### src/rtl/sd_wr_pkg.sv
// rtl/sd_wr_pkg.sv - shared state encoding and sector constants for the frame write scheduler
package sd_wr_pkg;

    localparam int SECTOR_BYTES = 512;
    localparam int SEC_WORDS    = SECTOR_BYTES / 2;

    // One-hot scheduler states
    typedef enum logic [5:0] {
        ST_IDLE      = 6'b000001,
        ST_WAIT_DATA = 6'b000010,
        ST_REQ       = 6'b000100,
        ST_ACK       = 6'b001000,
        ST_BUSY      = 6'b010000,
        ST_NEXT      = 6'b100000
    } wr_state_t;

    // Width of a slot index; a single-slot ring still gets one bit
    function automatic int slot_width(input int n);
        return (n > 1) ? $clog2(n) : 1;
    endfunction

endpackage

### src/rtl/sd_wr_addr_gen.sv
// rtl/sd_wr_addr_gen.sv - slot/sector counters and sector address for the frame write scheduler
module sd_wr_addr_gen #(
    parameter logic [31:0] BASE_ADDR     = 32'd0,
    parameter logic [15:0] SEC_PER_FRAME = 16'd2,
    parameter int          NUM_SLOTS     = 8,
    parameter int          SLOT_W        = 3
) (
    input  logic              sys_clk,
    input  logic              sys_rst_n,
    input  logic              clr_sec,
    input  logic              inc_sec,
    input  logic              inc_slot,
    output logic [SLOT_W-1:0] cur_slot,
    output logic              last_sec,
    output logic [31:0]       sec_addr
);

    logic [15:0] sec_cnt;
    logic        last_slot;

    assign last_slot = (cur_slot == SLOT_W'(NUM_SLOTS - 1));
    assign last_sec  = (sec_cnt == SEC_PER_FRAME - 16'd1);
    // Address arithmetic is deliberately 32-bit so it wraps mod 2^32
    assign sec_addr  = BASE_ADDR + (32'(cur_slot) * 32'(SEC_PER_FRAME)) + 32'(sec_cnt);

    // Sector counter restarts per frame; slot index wraps around the ring
    always_ff @(posedge sys_clk or negedge sys_rst_n) begin
        if (!sys_rst_n) begin
            sec_cnt  <= 16'd0;
            cur_slot <= '0;
        end else begin
            if (clr_sec) begin
                sec_cnt <= 16'd0;
            end else if (inc_sec) begin
                sec_cnt <= sec_cnt + 16'd1;
            end
            if (inc_slot) begin
                cur_slot <= last_slot ? '0 : cur_slot + SLOT_W'(1);
            end
        end
    end

endmodule

### src/rtl/sd_frame_wr_sched.sv
// rtl/sd_frame_wr_sched.sv - per-frame multi-sector SD write sequencer (optional watchdog: SD_WR_TIMEOUT_EN)
module sd_frame_wr_sched
    import sd_wr_pkg::*;
#(
    parameter logic [31:0] BASE_ADDR     = 32'd0,
    parameter logic [15:0] SEC_PER_FRAME = 16'd2,
    parameter int          NUM_SLOTS     = 8,
    parameter int          SEC_WORDS     = sd_wr_pkg::SEC_WORDS,
    parameter int          CNT_W         = 10,
    parameter logic [23:0] TIMEOUT_CYC   = 24'd5_000_000,
    localparam int         SLOT_W        = slot_width(NUM_SLOTS)
) (
    input  logic              sys_clk,
    input  logic              sys_rst_n,
    input  logic              init_end,
    input  logic              frame_start,
    input  logic [CNT_W-1:0]  fifo_rd_cnt,
    input  logic              wr_busy,
    output logic              wr_en,
    output logic [31:0]       wr_addr,
    output logic              sched_busy,
    output logic              frame_done,
    output logic              frame_drop,
    output logic [SLOT_W-1:0] cur_slot,
    output logic              wr_err
);

    wr_state_t   state;
    wr_state_t   state_nxt;
    logic        busy_d;
    logic        busy_fall;
    logic        fifo_ok;
    logic        clr_sec;
    logic        inc_sec;
    logic        inc_slot;
    logic        last_sec;
    logic [31:0] sec_addr;
    logic        wd_hit;

    assign busy_fall = !wr_busy && busy_d;
    assign fifo_ok   = (32'(fifo_rd_cnt) >= 32'(SEC_WORDS));

    sd_wr_addr_gen #(
        .BASE_ADDR     (BASE_ADDR),
        .SEC_PER_FRAME (SEC_PER_FRAME),
        .NUM_SLOTS     (NUM_SLOTS),
        .SLOT_W        (SLOT_W)
    ) u_addr_gen (
        .sys_clk   (sys_clk),
        .sys_rst_n (sys_rst_n),
        .clr_sec   (clr_sec),
        .inc_sec   (inc_sec),
        .inc_slot  (inc_slot),
        .cur_slot  (cur_slot),
        .last_sec  (last_sec),
        .sec_addr  (sec_addr)
    );

`ifdef SD_WR_TIMEOUT_EN
    logic [23:0] wd_cnt;
    logic        wr_err_q;

    assign wd_hit = ((state == ST_ACK) || (state == ST_BUSY)) && (wd_cnt == TIMEOUT_CYC - 24'd1);
    assign wr_err = wr_err_q;

    // Handshake watchdog: restarts as ACK is entered, error is sticky until reset
    always_ff @(posedge sys_clk or negedge sys_rst_n) begin
        if (!sys_rst_n) begin
            wd_cnt   <= 24'd0;
            wr_err_q <= 1'b0;
        end else begin
            if (state == ST_REQ) begin
                wd_cnt <= 24'd0;
            end else if ((state == ST_ACK) || (state == ST_BUSY)) begin
                wd_cnt <= wd_cnt + 24'd1;
            end
            if (wd_hit) begin
                wr_err_q <= 1'b1;
            end
        end
    end
`else
    assign wd_hit = 1'b0;
    // Watchdog absent: the limit parameter stays in the interface so both builds instantiate alike
    assign wr_err = (TIMEOUT_CYC == 24'd0) & 1'b0;
`endif

    // State register
    always_ff @(posedge sys_clk or negedge sys_rst_n) begin
        if (!sys_rst_n) begin
            state <= ST_IDLE;
        end else begin
            state <= state_nxt;
        end
    end

    // Next-state decode and counter strobes
    always_comb begin
        state_nxt = state;
        clr_sec   = 1'b0;
        inc_sec   = 1'b0;
        inc_slot  = 1'b0;
        case (state)
            ST_IDLE: begin
                if (frame_start && init_end) begin
                    clr_sec   = 1'b1;
                    state_nxt = ST_WAIT_DATA;
                end
            end
            ST_WAIT_DATA: begin
                if (fifo_ok) begin
                    state_nxt = ST_REQ;
                end
            end
            ST_REQ: begin
                state_nxt = ST_ACK;
            end
            ST_ACK: begin
                if (wr_busy) begin
                    state_nxt = ST_BUSY;
                end
            end
            ST_BUSY: begin
                if (busy_fall) begin
                    state_nxt = ST_NEXT;
                end
            end
            ST_NEXT: begin
                if (last_sec) begin
                    inc_slot  = 1'b1;
                    state_nxt = ST_IDLE;
                end else begin
                    inc_sec   = 1'b1;
                    state_nxt = ST_WAIT_DATA;
                end
            end
            default: begin
                state_nxt = ST_IDLE;
            end
        endcase
        // A watchdog expiry abandons the frame without touching the counters
        if (wd_hit) begin
            state_nxt = ST_IDLE;
        end
    end

    // Registered outputs and the busy edge-detect flop
    always_ff @(posedge sys_clk or negedge sys_rst_n) begin
        if (!sys_rst_n) begin
            busy_d     <= 1'b0;
            wr_en      <= 1'b0;
            wr_addr    <= 32'd0;
            sched_busy <= 1'b0;
            frame_done <= 1'b0;
            frame_drop <= 1'b0;
        end else begin
            busy_d     <= wr_busy;
            wr_en      <= (state == ST_REQ);
            if (state == ST_REQ) begin
                wr_addr <= sec_addr;
            end
            sched_busy <= (state_nxt != ST_IDLE);
            frame_done <= (state == ST_NEXT) && last_sec && !wd_hit;
            frame_drop <= frame_start && !((state == ST_IDLE) && init_end);
        end
    end

endmodule

### config.mk
export PLATFORM = sky130hd
export DESIGN_NAME = sd_frame_wr_sched
export DESIGN_NICKNAME = d
export VERILOG_FILES = /design/src/rtl/sd_wr_pkg.sv /design/src/rtl/sd_wr_addr_gen.sv /design/src/rtl/sd_frame_wr_sched.sv
export SDC_FILE = /design/constraint.sdc
export NUM_CORES = 1
export LEC_CHECK = 0
export BUFFER_PORTS_ARGS = -buffer_cell sky130_fd_sc_hd__buf_2
export CAP_MARGIN = 5
export CORE_ASPECT_RATIO = 1.2
export CORE_UTILIZATION = 35
export CTS_BUF_LIST = sky130_fd_sc_hd__clkbuf_2
export CTS_CLUSTER_DIAMETER = 120
export CTS_CLUSTER_SIZE = 28
export DETAILED_ROUTE_END_ITERATION = 7
export GPL_TIMING_DRIVEN = 0
export PLACE_DENSITY_LB_ADDON = 0.12
export SLEW_MARGIN = 10
export SYNTH_ARGS = -nofsm -noshare
export SYNTH_HDL_FRONTEND = slang
export SYNTH_SLANG_ARGS = --single-unit
### constraint.sdc
create_clock -name sys_clk -period 2.6 [get_ports sys_clk]
set_input_delay 0.39 -clock sys_clk [delete_from_list [all_inputs] [get_ports sys_clk]]
set_output_delay 0.39 -clock sys_clk [all_outputs]
set_load 0.02 [all_outputs]
==> impl_metrics.csv <==
group,metric,value,unit
synth,number_of_distinct_library_cells_after_synthesis,49,
route,dr_total_vias,1950,
worst_setup_path,worstPathRequired,2920,ps
synth,ys_seq_elements,47,
final_layout,flow.area_growth_from_synthesis,15.7,%
clock_tree,path_clk_slew,240,ps
sta,fin_worst_hold_slack,111,ps
worst_setup_path,setup.worst_path.class,"reg2reg",
sta,final.setup_skew,23.6,ps
clock_tree,numClockSinks,47,
route,route.antenna.remaining_nets,0,
floorplanning,placementRows,33,
clock_tree,number_of_buffers_on_the_longest_clock_path,2,
grt,grt_pass1_wl,8.85,mm
worst_setup_path,critical_path.endpoint_type,"flip-flop",
route,routed_wl,5.10,mm
synth,cell_area_after_technology_mapping,2580,um^2
sta,period_share,0.850,
sta,fin_setup_tns,0,ps
placed_design,place_worst_setup_slack,473,ps
placed_design,place.gp.congestion,0.806,
floorplanning,die_area,7720,um^2
clock_tree,clockRootBuffer,"clkbuf_2",
sta,final.min_clock_period,2210,ps
grt,grt.overflow.total,0,
sta,postLayoutSetupSlackWorst,389,ps
grt,global_router_s_overall_resource_usage,0.150,
final_layout,mostFrequentLayoutCells,"dfrtp_1, nand2_1, buf_2",
grt,grt_max_degree,48,
synth,synth_largest_type_area_fraction,0.446,
synth,synth_area_per_cell,9.59,um^2
floorplanning,floorplan.core_area,6980,um^2
grt,grt_pass1_vias,1902,
route,routedWlPerCell,12.5,um
final_layout,antenna_diode_count,0,
clock_tree,clock_insertion_delay_worst_skew,430,ps
synth,ys_warn_count,0,
sta,worst-slew-pin-transition,1050,ps
synth,most_area_hungry_cell_type_in_the_yosys_netlist,"dfrtp_1",
route,detail_route.iter0.violations,101,
route,drt_drc_violations_left,0,
placed_design,io_buffer_count,30,
sta,max_clock_freq,0.452,GHz
power,total_power,0.00180,W
hold_path,worst_hold_path_type,"in2async",
run,cap_violations,0,
sta,unrepaired_setup_endpoints_after_global_routing,"false",
power,power-per-cell-area,603,nW/um^2
final_layout,proportion_of_layout_cells_with_a_drive_suffix_above_1,0.214,
sta,slew_headroom,0.297,
clock_tree,cts_max_level,2,
final_layout,finalNetCount,344,
route,post_drt_via_cell_ratio,4.77,
grt,antenna_found_initial,0,
clock_tree,postCtsSetupRepairBufs,0,
sta,finalMaxSlewViolations,0,
floorplanning,initial_core_util,0.370,
power,static-leakage-power,1.47,nW
sta,setup_viol,0,
sta,timing_hold_violations_final,0,
placed_design,dp_hpwl,3.79,mm
synth,synth_edf_count,0,
final_layout,fill_cells,710,
final_layout,most_common_cell_after_layout_fill_and_taps_aside,"dfrtp_1",
clock_tree,numCtsBuffers,5,
synth,synthesis.instances,269,
synth,post_synth_main_area_contributors,"dfrtp_1, xor2_1, nand2_1, buf_4, nor2_1",
worst_setup_path,setup_crit_start_kind,"flip-flop",
worst_setup_path,timing.rr.start,"u_addr_gen.sec_cnt[7]$_DFFE_PN0P_",
floorplanning,fp.dieW,80.4,um
worst_setup_path,critPathLaunch,"u_addr_gen.sec_cnt[7]$_DFFE_PN0P_",
run_status,outcome,"finished, final reports clean",
worst_setup_path,critical_path_peak_fanout,9,
clock_tree,tritoncts_clock_tree,"built",
floorplanning,floorplan.die.height,96.1,um
synth,seq_area_frac_synth,0.456,
power,peakVddDrop,0.286,mV
clock_tree,cts.repair.resized,0,
synth,synth_async_sr_flop_share,1.00,
synth,synthFlopType,"dfrtp_1",
floorplanning,pin_count,55,
clock_tree,cts_hold_buffers,0,
worst_setup_path,arrival,2530,ps
route,drt_pass1_iterations,4,
cell type report:
class	instances	area, um^2	area share
clock inverter	2	60.1	0.0201
clock buffer	6	30.0	0.0101
buffer	31	189	0.0633
timing repair buffer	30	150	0.0503
multi-input combinational	199	1240	0.417
tap	87	109	0.0365
sequential	47	1180	0.394
inverter	7	26.3	0.00880
cell usage after synthesis (2+ instances only):
cell type / count
o21bai_1: 2
nor4_1: 3
nor4b_1: 2
nor3b_1: 2
and3_1: 2
xnor2_1: 9
dfrtp_1: 46
nor3_1: 8
mux2_1: 2
ha_1: 7
o21ai_1: 12
xor2_1: 19
buf_4: 16
nand2_1: 35
o21ai_0: 9
nand4_1: 9
nand3b_1: 3
nor2_1: 24
a21oi_1: 2
nor4_4: 3
nand3_1: 10
clkbuf_1: 9
inv_1: 6
buf_2: 4
per-stage QoR:
stage / instances / utilization / area, um^2
2_1_floorplan: 284 / - / 2640
4_1_cts: 409 / 0.428 / 2990
5_1_grt: 409 / 0.428 / 2990
3_5_place_dp: 401 / 0.415 / 2900
6_report: 409 / 0.428 / 2990
3_3_place_gp: 401 / 0.415 / 2900
kinds of logic (layout without fill, tap and decap cells):
| logic type | count (synthesis) | count (layout) | share of synthesized area |
|---|---|---|---|
| xor+xnor | 28 | 28 | 0.0951 |
| compound gates | 32 | 32 | 0.0742 |
| flops | 47 | 47 | 0.456 |
| mux | 3 | 3 | 0.0131 |
| other cells | 1 | 16 | 0.00145 |
| buf+inv | 38 | 76 | 0.0834 |
| simple gates | 112 | 112 | 0.235 |
| fa+ha+maj | 8 | 8 | 0.0417 |
final timing paths:
kind                       slack [ps]  depth (start not counted)                                 end
setup / recovery                  390                          6  u_addr_gen.cur_slot[2]$_DFFE_PN0P_
hold / removal                    110                          1                frame_done$_DFF_PN0_
setup reg to reg                  390                          6  u_addr_gen.cur_slot[2]$_DFFE_PN0P_
hold reg to reg                   450                          1                  state[4]$_DFF_PN0_
max in group asynchronous        1840                          1  u_addr_gen.sec_cnt[10]$_DFFE_PN0P_
min in group sys_clk              110                          1                    busy_d$_DFF_PN0_
routing by layer:
layer / part of all wire / GRT usage / up-vias
li1: - / - / 986
met1: 0.45 / 0.182 / 910
met2: 0.49 / 0.263 / 48
met3: 0.046 / 0.0284 / 6
met4: 0.014 / 0.0521 / 0
met5: 0 / 0 / -
sequential cells by signal (all words and copies together), names as in the netlist:
signal               count
state                    6
u_addr_gen.sec_cnt      16
frame_drop               1
u_addr_gen.cur_slot      3
busy_d                   1
wr_en                    1
wr_addr                 17
frame_done               1
sched_busy               1
critical path: stages (launching register included):
cell and delay [ps]:
dfrtp_1 410, clkbuf_1 260, nor4b_1 450, nand4_1 180, or3_4 390, inv_2 110
mux2_1 320
power by group:
part           internal, W  switching, W  leakage (nW)
Sequential        0.000819     0.0000512         0.644
Clock             0.000263      0.000236        0.0532
Combinational     0.000165      0.000267         0.773
Power figures use the tool's default switching activity.
